--- src/rtl/fifo_wr_arbiter.sv ---
// Round-robin arbiter sharing one async-FIFO write port among NREQ requesters.
// A grant lasts one burst: until the requester's last beat or MAX_BURST beats.
module fifo_wr_arbiter #(
  parameter int NREQ      = 4,
  parameter int DW        = 16,
  parameter int MAX_BURST = 8
) (
  input  logic                     wclk,
  input  logic                     wrst,
  input  logic [NREQ-1:0]          req_valid,
  input  logic [NREQ*DW-1:0]       req_data,
  input  logic [NREQ-1:0]          req_last,
  output logic [NREQ-1:0]          req_ready,
  input  logic                     wfull,
  output logic [DW-1:0]            wdata,
  output logic                     winc,
  output logic [$clog2(NREQ)-1:0]  grant_id,
  output logic                     busy
);

  // state | meaning
  // IDLE  | no owner; pick next valid requester after rr_q
  // BURST | grant_q owns the write port until last beat or MAX_BURST beats
  typedef enum logic {IDLE, BURST} state_t;

  localparam int IDW = $clog2(NREQ);
  localparam int CW  = $clog2(MAX_BURST + 1);

  state_t           state_q, state_d;
  logic [IDW-1:0]   grant_q, grant_d;
  logic [IDW-1:0]   rr_q, rr_d;
  logic [CW-1:0]    cnt_q, cnt_d;
  logic [IDW-1:0]   pick, cand;
  logic             pick_vld;
  logic             xfer, burst_end;
  logic [DW-1:0]    data_arr [NREQ];

  always_comb begin
    for (int i = 0; i < NREQ; i++) begin
      data_arr[i] = req_data[i*DW +: DW];
    end
  end

  // Search starts one past the previous owner so it gets lowest priority.
  always_comb begin
    int idx;
    idx      = 0;
    cand     = '0;
    pick     = '0;
    pick_vld = 1'b0;
    for (int k = 1; k <= NREQ; k++) begin
      idx = int'(rr_q) + k;
      if (idx >= NREQ) idx = idx - NREQ;
      cand = IDW'(idx);
      if (!pick_vld && req_valid[cand]) begin
        pick_vld = 1'b1;
        pick     = cand;
      end
    end
  end

  assign busy      = (state_q == BURST);
  assign grant_id  = grant_q;
  assign xfer      = busy & req_valid[grant_q] & ~wfull & ~wrst;
  assign burst_end = req_last[grant_q] | (cnt_q == CW'(MAX_BURST - 1));
  assign winc      = xfer;
  assign wdata     = (busy & ~wrst) ? data_arr[grant_q] : '0;

  always_comb begin
    req_ready = '0;
    if (busy & ~wfull & ~wrst) req_ready[grant_q] = 1'b1;
  end

  always_comb begin
    state_d = state_q;
    grant_d = grant_q;
    rr_d    = rr_q;
    cnt_d   = cnt_q;
    case (state_q)
      IDLE: begin
        if (pick_vld) begin
          grant_d = pick;
          cnt_d   = '0;
          state_d = BURST;
        end
      end
      BURST: begin
        if (xfer) begin
          if (burst_end) begin
            state_d = IDLE;
            rr_d    = grant_q;
            cnt_d   = '0;
          end else begin
            cnt_d = cnt_q + 1'b1;
          end
        end
      end
      default: state_d = IDLE;
    endcase
  end

  always_ff @(posedge wclk) begin
    if (wrst) begin
      state_q <= IDLE;
      grant_q <= '0;
      rr_q    <= IDW'(NREQ - 1);
      cnt_q   <= '0;
    end else begin
      state_q <= state_d;
      grant_q <= grant_d;
      rr_q    <= rr_d;
      cnt_q   <= cnt_d;
    end
  end

endmodule
--- config.mk ---
export PLATFORM = sky130hd
export DESIGN_NAME = fifo_wr_arbiter
export DESIGN_NICKNAME = d
export VERILOG_FILES = /design/src/rtl/fifo_wr_arbiter.sv
export SDC_FILE = /design/constraint.sdc
export NUM_CORES = 1
export LEC_CHECK = 0
export ABC_AREA = 1
export CAP_MARGIN = 40
export CORE_ASPECT_RATIO = 1.1
export CORE_MARGIN = 2
export CORE_UTILIZATION = 34
export DETAILED_ROUTE_END_ITERATION = 6
export PLACE_DENSITY = 0.91
export SYNTH_ARGS = -nofsm -noshare
export SYNTH_HDL_FRONTEND = slang
export SYNTH_SLANG_ARGS = --single-unit
--- constraint.sdc ---
create_clock -name wclk -period 1.9 [get_ports wclk]
set_clock_uncertainty 0.15 [all_clocks]
set_input_delay 0.285 -clock wclk [delete_from_list [all_inputs] [get_ports wclk]]
set_output_delay 0.285 -clock wclk [all_outputs]
set_load 0.005 [all_outputs]
==> summary.md, run 1 <==
| Metric | Value |
|---|---|
| GR Layer Usage met3 | 0.0568 |
| Most frequent cell after synthesis | nand3_1 |
| Hold depth | 2 |
| RR Endpoint | busy |
| Static leakage | 0.00119 uW |
| GPL Wtd Cong | 0.994 |
| Slowest cell delay on critical path | 0.33 ns |
| First-pass GRT wire length | 9.95 mm |
| RR Startpoint | grant_id[0] |
| Fill count | 276 |
| Sequential group share of total power | 0.171 |
| Crit-path cells | buf_6 -> buf_8 -> nor2_4 -> a22oi_2 -> a31oi_1 -> buf_2 |
| Adder-cell share of the synthesized area | 0.00948 |
| CTS Buf Count | 3 |
| Ys flop type | dfxtp_1 |
| Row cnt | 23 |
| Vias per cell | 5.81 |
| Fraction of the mapped netlist area in compound gates | 0.220 |
| Drt total wl | 7.05 mm |
| Syn Nets | 292 |
| Least-Margin Pin Slew | 0.283 ns |
| Mapped Area | 1320 um2 |
| Antenna diodes | 0 |
| Max-slew violation count | 0 |
| Commonest cells post-synth | 46 x nand3_1, 39 x nand2_1, 17 x a22oi_1, 17 x a31oi_1, 16 x inv_1 |
| Chip width | 63.4 um |
| Initial drt markers | 170 |
| Worst-path clk slew | 0.05 ns |
| Post-synth top area share | 0.174 |
| Seq/Total Area, Yosys | 0.136 |
| Endpoint class of the critical path | output port |
| IO Port Bufs | 98 |
| Clk Latency, worst-skew pair | 0.24 ns |
| Worst Path Required | 1.46 ns |
| Final min period | 1.98 ns |
| Pwr/cell area | 452 nW/um2 |
| Initial antenna violation count | 0 |
| Final Hold Fails | 0 |
| Share of layout cells above drive strength 1 | 0.322 |
| Die area | 4400 um2 |
| FF-to-FF path depth | 12 |
| Hold path start | cnt_q[0] |
| Io pins | 99 |
| Tcrit/Tclk final | 1.04 |
| RSZ-0062 raised after global routing | true |
| Top post-synthesis cells by area | nand3_1 17%, dfxtp_1 14%, nand2_1 11% |
| Vias post-DR | 2259 |
| Antenna viol nets, final | 0 |
| H-tree Lvls | 1 |
| XOR/XNOR share of the synthesized area | 0.0133 |
| HPWL after DPL | 4.36 mm |
| Global Route Usage Sum | 0.277 |
| Failing checks | setup timing |
| Vias in the first global route | 2203 |
| Worst Path Max Fanout | 5 |
| Max-cap viol count | 0 |
| YS warnings | 0 |
| Final setup vio count | 9 |
| Synth cell types | 30 |
| CTS root buffer | clkbuf_8 |
| Int Pwr | 781 uW |
| Drt pass-1 iters | 5 |
| Met2 Resource Use GR | 0.522 |
| Post-layout util | 0.756 |
| Mux cell area share after synthesis | 0 |
| Worst Hold Class | flop to flop |
| Switch Pwr | 479 uW |
| Starting Density | 0.358 |
| Async set-reset flop share out of synthesis | 0 |
| FF+latch count, synth | 9 |
| Worst setup slack after layout | -0.0803 ns |
| Share of total power in the clock network | 0.178 |
| Clock sink total | 9 |
| Worst Path Buf+Inv | 3 |
| Startpoint Class | flop |
| Peak VDD IR | 0.000379 V |
| Syn_area_per_cell | 6.11 um2 |
| DR WL/cell | 18.1 um |
| Run status | complete, but fails checks |
| Worst Hold End | cnt_q[0] |
| Family with the most delay on the worst path | buffers and inverters |
| Post-Synth Simple-Gate Area | 0.497 |
| Congestion Overflow GR | 0 |
| Master of the slowest instance on the critical path | dfxtp_2 |
| Cells after synthesis | 216 |
| Slew headroom | 0.811 |
| Synth-to-Final Area Change | 111% |
| Core area | 3680 um2 |
| Largest family of logic cells by synthesized area | simple AND/OR/NAND/NOR gates |
| Grt met1 use | 0.287 |
| CTS tree | yes |
| Area leader, netlist | nand3_1 |
| Sw Share | 0.380 |
| Largest net degree at the start of global routing | 17 |
| Busiest grt layer | met2 |
| Die Y | 69.4 um |
| Stages on worst setup path | 6 |
| # DRC | 0 |
| Gate power share | 0.651 |
| # hold bufs at CTS | 0 |
| Flop2flop setup slack | 0 ns |
| Worst EP arrival | 1.55 ns |
| Max clock buf depth | 2 |
| Max Fclk | 0.505 GHz |
| # nets final | 416 |
| Post-synth EDFFs | 0 |
| Worst setup path category | flop to output port |
| Setup TNS | -0.291 ns |
| WHS | 0.364 ns |
cells by family after synthesis:
| kind of cell | Yosys count |
|---|---|
| AND/OR/NAND/NOR | 123 |
| AO/OA/AOI/OAI | 44 |
| buffers and inverters | 37 |
| flip-flops | 9 |
| XOR/XNOR | 2 |
| adder cells (fa/ha/maj) | 1 |
power groups by stage:
stage,clock network [uW],logic (uW),registers (uW)
2_1_floorplan,0,295,214
3_3_place_gp,0,655,214
3_5_place_dp,0,674,215
4_1_cts,227,737,213
5_1_grt,239,869,216
6_report,224,820,215
cells in the final DEF (no fill, tap or decap), types with 3 or more instances in the layout:
master            n
clkbuf_2          8
a22oi_2           9
dfxtp_1           7
nand2_4           6
nor2_1           10
inv_1            15
buf_4            14
clkbuf_8          3
inv_2             8
a31oi_1          16
nand3_1          42
nand2_2          10
buf_6             6
a22oi_1           8
nand2_1          37
buf_2            12
a21oi_1           3
nand3_2           4
nor2_4            4
buf_12            7
clkdlybuf4s50_1  75
worst max path at each step:
stage                      start           end  slack (ns)
floorplan            grant_id[1]      wdata[0]        0.25
global placement            wrst  req_ready[2]       -0.34
detailed placement          wrst  req_ready[2]       -0.39
global route        req_valid[1]   grant_id[0]       -0.16
CTS                  grant_id[1]      wdata[4]       -0.01
finish               grant_id[1]     wdata[11]       -0.08
metal layers:
| layer | vias up | share of wire |
|---|---|---|
| met5 | - | 0 |
| met4 | 0 | 0.059 |
| met3 | 42 | 0.071 |
| met2 | 152 | 0.52 |
| met1 | 1059 | 0.35 |
| li1 | 1006 | - |
tightest hold or removal path, stage by stage, from the launching register on:
cell and delay (ns):
dfxtp_1 0.33, nand3_1 0.08, a21oi_1 0.06
registers in the layout (all words and copies together), names as in the netlist:
signal,cells
busy,1
grant_id,2
cnt_q,4
rr_q,2
what timing repair did:
action,in CTS,in global routing
setup endpoints to repair,22,27
resized for setup,76,43
cloned,3,1
setup buffers,3,1
pin swaps,8,16
final cells by class:
cell class	instances	area, um2	area share
inverters	25	104	0.0373
clock buffers	4	45.0	0.0162
flip-flops and latches	9	185	0.0665
repair buffers	129	1280	0.458
multi-input cells	172	1110	0.399
well taps	50	62.6	0.0225
through the flow:
step                worst slack [ns]  cells  power (uW)  area [um2]
floorplan                      0.255    216         510        1320
finish                       -0.0803    389        1260        2790
detailed placement            -0.387    377         889        2550
global placement              -0.337    377         868        2550
global route                  -0.161    389        1320        2790
CTS                          -0.0143    387        1180        2710
No activity file was read; power rests on OpenSTA's default activity.
==> inputs of run 2 (changes only) <==
--- a/config.mk
+++ b/config.mk
@@ -5,13 +5,13 @@
 export SDC_FILE = /design/constraint.sdc
 export NUM_CORES = 1
 export LEC_CHECK = 0
-export ABC_AREA = 1
 export CAP_MARGIN = 40
 export CORE_ASPECT_RATIO = 1.1
 export CORE_MARGIN = 2
-export CORE_UTILIZATION = 34
+export CORE_UTILIZATION = 32
+export CTS_BUF_LIST = sky130_fd_sc_hd__clkbuf_4 sky130_fd_sc_hd__clkbuf_8
 export DETAILED_ROUTE_END_ITERATION = 6
-export PLACE_DENSITY = 0.91
+export PLACE_DENSITY = 0.88
 export SYNTH_ARGS = -nofsm -noshare
 export SYNTH_HDL_FRONTEND = slang
 export SYNTH_SLANG_ARGS = --single-unit
==> run 2 against run 1 <==
The run still ends with setup timing left. Final area decreased by 9.1%. Clock power decreased by 23%. Largest cell class unchanged. Clock-buffer cell count unchanged. Non-clock buffer count increased by 3.
==> summary.md, run 2 <==
| Metric | Value |
|---|---|
| Area leader, netlist | mux4_2 (was nand3_1) |
| Least-Margin Pin Slew | 0.260 ns (was 0.283 ns) |
| Final min period | 2.09 ns (was 1.98 ns) |
| Worst setup path category | flop to output port (unchanged) |
| Global Route Usage Sum | 0.242 (was 0.277) |
| Worst EP arrival | 1.65 ns (was 1.55 ns) |
| # hold bufs at CTS | 0 (unchanged) |
| Flop2flop setup slack | -0.05 ns (was 0 ns) |
| Max Fclk | 0.479 GHz (was 0.505 GHz) |
| First-pass GRT wire length | 6.98 mm (was 9.95 mm) |
| Cells after synthesis | 108 (was 216) |
| Most frequent cell after synthesis | mux4_2 (was nand3_1) |
| Syn Nets | 184 (was 292) |
| Largest net degree at the start of global routing | 17 (unchanged) |
| Pre-CTS WS | -0.365 ns (was -0.387 ns) |
| YS warnings | 0 (unchanged) |
| Vias per cell | 5.31 (was 5.81) |
| DR WL/cell | 17.8 um (was 18.1 um) |
| Failing checks | setup timing (unchanged) |
| Mapped Area | 1080 um2 (was 1320 um2) |
| Congestion Overflow GR | 0 (unchanged) |
| Peak VDD IR | 0.000274 V (was 0.000379 V) |
| Critical path launch point | grant_id[0] (was grant_id[1]) |
| Share of layout cells above drive strength 1 | 0.432 (was 0.322) |
| Master of the slowest instance on the critical path | mux4_2 (was dfxtp_2) |
| Drt pass-1 iters | 4 (was 5) |
| Initial antenna violation count | 0 (unchanged) |
| Syn_area_per_cell | 10.0 um2 (was 6.11 um2) |
| Chip width | 59.4 um (was 63.4 um) |
| Max-slew violation count | 0 (unchanged) |
| Tcrit/Tclk final | 1.10 (was 1.04) |
| Static leakage | 0.00106 uW (was 0.00119 uW) |
| CTS root buffer | clkbuf_4 (was clkbuf_8) |
| Crit path top cell by count | buf_6 |
| # nets final | 311 (was 416) |
| CTS Buf Count | 3 (unchanged) |
| Row cnt | 22 (was 23) |
| Async set-reset flop share out of synthesis | 0 (unchanged) |
| Seq/Total Area, Yosys | 0.167 (was 0.136) |
| Die area | 3860 um2 (was 4400 um2) |
| HPWL after DPL | 3.52 mm (was 4.36 mm) |
| CTS tree | yes (unchanged) |
| Switch Pwr | 267 uW (was 479 uW) |
| Crit-path cells | buf_6 -> buf_6 -> mux4_2 -> nor2b_1 -> buf_2 (was buf_6 -> buf_8 -> nor2_4 -> a22oi_2 -> a31oi_1 -> buf_2) |
| Drt total wl | 4.81 mm (was 7.05 mm) |
| Top post-synthesis cells by area | mux4_2 38%, dfxtp_1 17%, nor2b_1 9.3% (was nand3_1 17%, dfxtp_1 14%, nand2_1 11%) |
| Int Pwr | 694 uW (was 781 uW) |
| Max-cap viol count | 0 (unchanged) |
| Sequential group share of total power | 0.221 (was 0.171) |
| Antenna diodes | 0 (unchanged) |
| Ys flop type | dfxtp_1 (unchanged) |
| Most common cell after layout, fill and taps aside | clkdlybuf4s50_1 (unchanged) |
| Largest Register | cnt_q (unchanged) |
| Max reg flops | 4 (unchanged) |
| Pwr/cell area | 379 nW/um2 (was 452 nW/um2) |
| Synth-to-Final Area Change | 134% (was 111%) |
| Final Hold Fails | 0 (unchanged) |
| Final setup vio count | 19 (was 9) |
| Worst Path Max Fanout | 5 (unchanged) |
| Initial drt markers | 31 (was 170) |
| Worst setup slack after layout | -0.187 ns (was -0.0803 ns) |
| Vias in the first global route | 1558 (was 2203) |
| Antenna viol nets, final | 0 (unchanged) |
| # DRC | 0 (unchanged) |
| Starting Density | 0.330 (was 0.358) |
| Commonest non-fill, non-tap cells in the layout | 74 x clkdlybuf4s50_1, 18 x mux4_2, 18 x buf_6 (was 75 x clkdlybuf4s50_1, 42 x nand3_1, 37 x nand2_1) |
| Core area | 3280 um2 (was 3680 um2) |
| Synth cell types | 32 (was 30) |
| Sw Share | 0.277 (was 0.380) |
| Endpoint class of the critical path | output port (unchanged) |
| Post-synth top area share | 0.375 (was 0.174) |
| Non-filler cells, final | 270 (was 389) |
| Clk Latency, worst-skew pair | 0.27 ns (was 0.24 ns) |
| IO Port Bufs | 98 (unchanged) |
| RSZ-0062 raised after global routing | true (unchanged) |
| Die Y | 65.0 um (was 69.4 um) |
| RR Startpoint | grant_id[0] (unchanged) |
| Commonest cells post-synth | 18 x mux4_2, 16 x nor2b_1, 10 x nor2_1 (was 46 x nand3_1, 39 x nand2_1, 17 x a22oi_1, 17 x a31oi_1, 16 x inv_1) |
| H-tree Lvls | 1 (unchanged) |
| Slew headroom | 0.826 (was 0.811) |
| FF-to-FF path depth | 5 (was 12) |
| Post-synth EDFFs | 0 (unchanged) |
| Worst Hold Class | flop to flop (unchanged) |
| Io pins | 99 (unchanged) |
| Worst Path Required | 1.46 ns (about the same) |
| Dpl cells | 249 (was 377) |
| RR Endpoint | cnt_q[3] (was busy) |
| Clock sink total | 9 (unchanged) |
| Max clock buf depth | 2 (unchanged) |
| GPL Wtd Cong | 0.755 (was 0.994) |
| Crit path capture | wdata[13] (was wdata[11]) |
| Startpoint Class | flop (unchanged) |
| Share of total power in the clock network | 0.179 (was 0.178) |
| Vias post-DR | 1434 (was 2259) |
| Slowest cell delay on critical path | 0.48 ns (was 0.33 ns) |
| Gate power share | 0.600 (was 0.651) |
| FF+latch count, synth | 9 (unchanged) |
| WHS | 0.356 ns (was 0.364 ns) |
| Run status | complete, but fails checks (unchanged) |
| Worst-path clk slew | 0.06 ns (was 0.05 ns) |
[run 2: kinds of logic after synthesis]
kind of cell,share of synthesized area
AO/OA/AOI/OAI,0.116
adder cells (fa/ha/maj),0.0116
buffers and inverters,0.0555
flip-flops,0.167
multiplexers,0.384
AND/OR/NAND/NOR,0.266
[run 2: critical path, delay by kind of cell (launching register included)]
kind,cells,cell delay (ns)
buffers and inverters,3,0.36
DFF,1,0.41
muxes,1,0.48
and+or+nand+nor,1,0.14
[run 2: power by group through the flow]
| stage | clock network (uW) | registers [uW] | logic (uW) |
|---|---|---|---|
| finish | 172 | 212 | 577 |
| global route | 182 | 214 | 609 |
| CTS | 170 | 212 | 528 |
| detailed placement | 0 | 213 | 468 |
| global placement | 0 | 212 | 453 |
| floorplan | 0 | 208 | 192 |
[run 2: timing repair]
item	4_1_cts	5_1_grt
endpoints found under the setup margin	26	27
hold endpoints to repair	0	0
cloned	1	0
resized for setup	102	28
buffers inserted	14	2
pin swaps	5	5
[run 2: final cells by class]
type / instances / area [um2]
inverters: 3 / 11.3
flip-flops and latches: 9 / 184
multi-input cells: 86 / 985
clock buffers: 4 / 30.0
repair buffers: 132 / 1280
fillers: 191 / 743
well taps: 36 / 45.0
[run 2: worst min path at each step]
| stage | startpoint | endpoint | slack, ns | depth (start not counted) |
|---|---|---|---|---|
| 2_1_floorplan | cnt_q[3] | cnt_q[3] | 0.31 | 1 |
| 3_3_place_gp | cnt_q[3] | cnt_q[3] | 0.32 | 1 |
| 3_5_place_dp | cnt_q[3] | cnt_q[3] | 0.34 | 1 |
| 4_1_cts | cnt_q[2] | cnt_q[2] | 0.36 | 1 |
| 5_1_grt | cnt_q[2] | cnt_q[2] | 0.38 | 1 |
| 6_report | cnt_q[1] | cnt_q[1] | 0.36 | 2 |
[run 2: layer usage]
layer | global-route usage | part of all wire | vias to the layer above | routed length [um]
met5 | 0 | 0 | - | 0
met4 | 0.116 | 0.030 | 0 | 144
met3 | 0.0499 | 0.075 | 18 | 362
met2 | 0.497 | 0.58 | 74 | 2800
met1 | 0.205 | 0.31 | 675 | 1510
li1 | - | - | 667 | -
[run 2: metrics by stage]
| step | util | TNS, ns | area [um2] | total power [uW] |
|---|---|---|---|---|
| after floorplan | - | 0 | 1080 | 400 |
| after global placement | 0.683 | -7.11 | 2240 | 665 |
| after detailed placement | 0.683 | -7.75 | 2240 | 681 |
| after CTS | 0.733 | -2.49 | 2400 | 910 |
| after global routing | 0.773 | -3.94 | 2530 | 1000 |
| final | 0.773 | -2.70 | 2530 | 961 |
